**config.mk**
```make
export PLATFORM = sky130hd
export DESIGN_NAME = decoder
export DESIGN_NICKNAME = d
export VERILOG_FILES = /design/src/rtl/decoder_pkg.sv /design/src/rtl/sat_counter.sv /design/src/rtl/decoder.sv
export SDC_FILE = /design/constraint.sdc
export NUM_CORES = 1
export LEC_CHECK = 0
export ABC_AREA = 1
export BUFFER_PORTS_ARGS = -buffer_cell sky130_fd_sc_hd__buf_2
export CORE_AREA = 10 10 76 78
export CTS_BUF_LIST = sky130_fd_sc_hd__clkbuf_4
export CTS_CLUSTER_SIZE = 30
export DETAILED_ROUTE_END_ITERATION = 6
export DIE_AREA = 0 0 86 88
export PLACE_DENSITY = 0.71
export REMOVE_ABC_BUFFERS = 1
export SYNTH_ARGS = -nofsm -noshare
export SYNTH_HDL_FRONTEND = slang
export SYNTH_HIERARCHICAL = 1
export SYNTH_SLANG_ARGS = --single-unit
```
**constraint.sdc**
```tcl
create_clock -name clk -period 2.1 [get_ports clk]
set_clock_uncertainty 0.05 [all_clocks]
set_input_delay 0.42 -clock clk [delete_from_list [all_inputs] [get_ports clk]]
set_output_delay 0.42 -clock clk [all_outputs]
set_load 0.03 [all_outputs]
```
**src/rtl/decoder_pkg.sv**
```systemverilog
// Shared definitions for the 2-to-4 decoder: counter width default and select index type.
package decoder_pkg;

    localparam int CNT_W_DEF = 8;

    typedef logic [1:0] sel_t;

endpackage

```
**src/rtl/sat_counter.sv**
```systemverilog
// Saturating up-counter: counts edges with inc high, sticks at all-ones, clears on sync reset.
module sat_counter
    import decoder_pkg::*;
#(
    parameter int CNT_W = CNT_W_DEF
) (
    input  logic             clk,
    input  logic             rst,
    input  logic             inc,
    output logic [CNT_W-1:0] cnt
);

    logic [CNT_W-1:0] cnt_q;
    logic [CNT_W-1:0] cnt_d;

    // Hold at all-ones rather than wrapping back to zero.
    always_comb begin
        cnt_d = cnt_q;
        if (inc && (cnt_q != {CNT_W{1'b1}})) begin
            cnt_d = cnt_q + CNT_W'(1);
        end
    end

    always_ff @(posedge clk) begin
        if (rst) begin
            cnt_q <= '0;
        end else begin
            cnt_q <= cnt_d;
        end
    end

    assign cnt = cnt_q;

endmodule

```
**src/rtl/decoder.sv**
```systemverilog
// 2-to-4 one-hot decoder with enable, a registered copy of the decode and per-output hit counters.
module decoder
    import decoder_pkg::*;
#(
    parameter int CNT_W = CNT_W_DEF
) (
    input  logic             a,
    input  logic             b,
    input  logic             en,
    output logic             d0,
    output logic             d1,
    output logic             d2,
    output logic             d3,
    input  logic             clk,
    input  logic             rst,
    output logic [3:0]       dq,
    output logic [CNT_W-1:0] cnt0,
    output logic [CNT_W-1:0] cnt1,
    output logic [CNT_W-1:0] cnt2,
    output logic [CNT_W-1:0] cnt3
);

    sel_t       sel;
    logic [3:0] dec;
    logic [3:0] dq_q;
    logic [3:0] dq_d;

    assign sel = {a, b};

    // A shift (not a case with a default) lets an X/Z select or enable propagate as X.
    always_comb begin
        dec = en ? (4'b0001 << sel) : 4'b0000;
    end

    assign d0 = dec[0];
    assign d1 = dec[1];
    assign d2 = dec[2];
    assign d3 = dec[3];

    assign dq_d = dec;

    always_ff @(posedge clk) begin
        if (rst) begin
            dq_q <= 4'b0000;
        end else begin
            dq_q <= dq_d;
        end
    end

    assign dq = dq_q;

    sat_counter #(.CNT_W(CNT_W)) u_cnt0 (.clk(clk), .rst(rst), .inc(dec[0]), .cnt(cnt0));
    sat_counter #(.CNT_W(CNT_W)) u_cnt1 (.clk(clk), .rst(rst), .inc(dec[1]), .cnt(cnt1));
    sat_counter #(.CNT_W(CNT_W)) u_cnt2 (.clk(clk), .rst(rst), .inc(dec[2]), .cnt(cnt2));
    sat_counter #(.CNT_W(CNT_W)) u_cnt3 (.clk(clk), .rst(rst), .inc(dec[3]), .cnt(cnt3));

endmodule

```
==> results.cfg <==
[pwr]
ir_drop_mv = 0.227
clockPowerShare_pct = 32.2
switching_share_pct = 27.0
p_sw_mw = 0.328
power_density_nw_per_um2 = 509
comb_power_share_pct = 9.8
p_leak_nw = 1.20
power_frac_seq_pct = 57.9
internal_power_mw = 0.887

[worst_setup_path]
start_kind = input port
critPathTopFamily = buffers and inverters
cp_common_cell = buf_2
cpPeakStageDelay_ns = 0.24
path_max_fanout = 6
endpoint_kind = primary output
crit_type = in2out
worstPathCellList = buf_2 -> nor2_1 -> nand2_1 -> inv_1 -> buf_2
cp_num_buf_inv = 3
critPathRequiredTime_ns = 1.63
arrival_ns = 1.12
cp_slowest_cell = buf_2

[drt]
drtIter0Drc = 68
antenna_left = 0
routed_wl_mm = 4.81
drt_pre_antenna_iters = 4
wl_per_cell_um = 11.3
num_vias = 2029
vias_per_cell = 4.75
drc = 0

[clock_network]
cts_sinks = 36
clk_latency_ns = 0.34
cts_root_buffer = clkbuf_4
cts_max_path_buffers = 2
cts_tree = done
htreeDepth = 2
cts-resized-gates = 0
postCtsSetupBuffers = 0
cts.reportedPaths.clkPinSlew_ns = 0.11
numCtsBuffers = 5
holdBufCountCts = 0

[die]
floorplan.initialDensity_pct = 48.4
die_area_sq_um = 7570
std_cell_rows = 24
die_w_um = 86
fp.dieH_um = 88
io_pins = 45
core-area_sq_um = 4290

[synth]
ys_seq_area_share_pct = 34.7
ys_warn_count = 6
synth_top_area_share_pct = 34.7
synth_area_sq_um = 2080
yosysMostFrequentCell = nand2_1
synthTopCellsByCount = nand2_1 (82), nor2_1 (65), inv_1 (38)
synth_area_per_cell_sq_um = 6.39
synth_edf_count = 0
postSynthCellCount = 325
synth_area_leaders = dfxtp_1 (35%), nand2_1 (15%), nor2_1 (12%), inv_1 (6.9%), nand3_1 (6.7%)
synth_seq_cells = 36
ys_types = 17
synthFlopType = dfxtp_1
ys_async_sr_fraction_pct = 0
yosysTopAreaCell = dfxtp_1

[layout]
layout.nets = 383
diodes = 0
layout-drive-gt1-share_pct = 24.3
areaGrowthSynthToFinish_pct = 15.0
fill_cells = 437

[grt]
grt_usage_pct = 12.9
antenna_found_initial = 0
grt-ovfl-total = 0
busiest_layer = met2
grt.met1_usage_pct = 14.5
grt_pass1_wl_mm = 8.18
grt_max_degree = 13
grtUsageMet2_pct = 22.1
grt_pass1_vias = 1857
grt_use_met3_pct = 4.27

[timing]
fin_setup_tns_ns = 0
max_freq_mhz = 629
grt_setup_unrepaired = false
tightest_slew_ns = 0.255
min_period_ns = 1.59
slew_viol_final = 0
hold_violations = 0
fin_ws_ns = 0.509
setup_viol = 0
relSlewSlack_pct = 83.0
min_period_over_period_pct = 75.8

[outcome]
outcome = complete, no violations

[placed_design]
io_buffer_count = 44
place_congestion = 0.807
hpwlAfterDp_mm = 3.57
pre_cts_ws_ns = 0.495

[worst_hold_path]
hp-class = in2reg

[run]
cap_violations = 0
worst register-to-register path, stage by stage (launching register included):
cell and delay, ns:
dfxtp_1 0.44, ha_1 0.25, nand3_2 0.11, inv_2 0.07, nand2_2 0.15, a21oi_1 0.17, nor2_1 0.05
cell families after synthesis:
| group | count (synthesis) | share of synthesized area, % |
|---|---|---|
| AO/OA/AOI/OAI | 28 | 6.75 |
| adder cells (fa/ha/maj) | 4 | 2.41 |
| buffers and inverters | 54 | 11.9 |
| flip-flops | 36 | 34.7 |
| AND/OR/NAND/NOR | 203 | 44.2 |
cell type report:
class	count	area, sq um	share of cell area, %
clock buffers	7	52.6	2.20
inverters	46	173	7.23
multi-input cells	235	1110	46.4
well taps	52	65.1	2.72
repair buffers	50	265	11.1
flip-flops and latches	36	721	30.2
clock inverters	1	3.75	0.157
state kept, by name, summed over array words and instances, names as in the netlist:
register / count
dq: 4
u_cnt0/cnt: 8
u_cnt1/cnt: 8
u_cnt2/cnt: 8
u_cnt3/cnt: 8
metrics by stage:
stage / total power, mW / cell area (sq um) / util, % / cells / hold WS, ns
after floorplan: 0.797 / 2000 / - / 317 / 0.440
after detailed placement: 0.839 / 2330 / 54.3 / 419 / 0.421
after global placement: 0.838 / 2330 / 54.3 / 419 / 0.410
after CTS: 1.24 / 2390 / 55.6 / 427 / 0.211
after global routing: 1.28 / 2390 / 55.6 / 427 / 0.219
final: 1.22 / 2390 / 55.6 / 427 / 0.228
power by group through the flow:
stage	Combinational [mW]	Sequential, mW	Clock, mW
2_1_floorplan	0.0593	0.738	0
3_3_place_gp	0.118	0.719	0
3_5_place_dp	0.120	0.720	0
4_1_cts	0.120	0.704	0.412
5_1_grt	0.135	0.707	0.438
6_report	0.120	0.704	0.392
metal layers:
| layer | share of wire (%) | up-vias |
|---|---|---|
| met5 | 0 | - |
| met4 | 0.96 | 0 |
| met3 | 6.6 | 5 |
| met2 | 47 | 40 |
| met1 | 45 | 884 |
| li1 | - | 1100 |
path summary, 6_finish.rpt:
path,start,end,slack (ns),depth (start not counted)
setup reg to reg,u_cnt2/cnt[0],u_cnt2/cnt[0],0.72,6
hold reg to reg,u_cnt2/cnt[6],u_cnt2/cnt[6],0.44,2
setup / recovery,b,d0,0.51,5
hold / removal,b,dq[2],0.23,2
cells in the final DEF, fill, tap and decap left out:
cell type,n
nand2_1,82
nor2_1,65
buf_2,44
inv_1,38
dfxtp_1,36
nand3_1,28
a21oi_1,24
nand3_2,8
inv_2,8
nor2_2,8
clkbuf_4,7
buf_4,6
nand2_2,5
o21ai_1,4
nand3b_2,4
ha_1,4
nor3_1,2
nor3_2,1
clkinv_1,1
(Power assumes the default switching activity.)
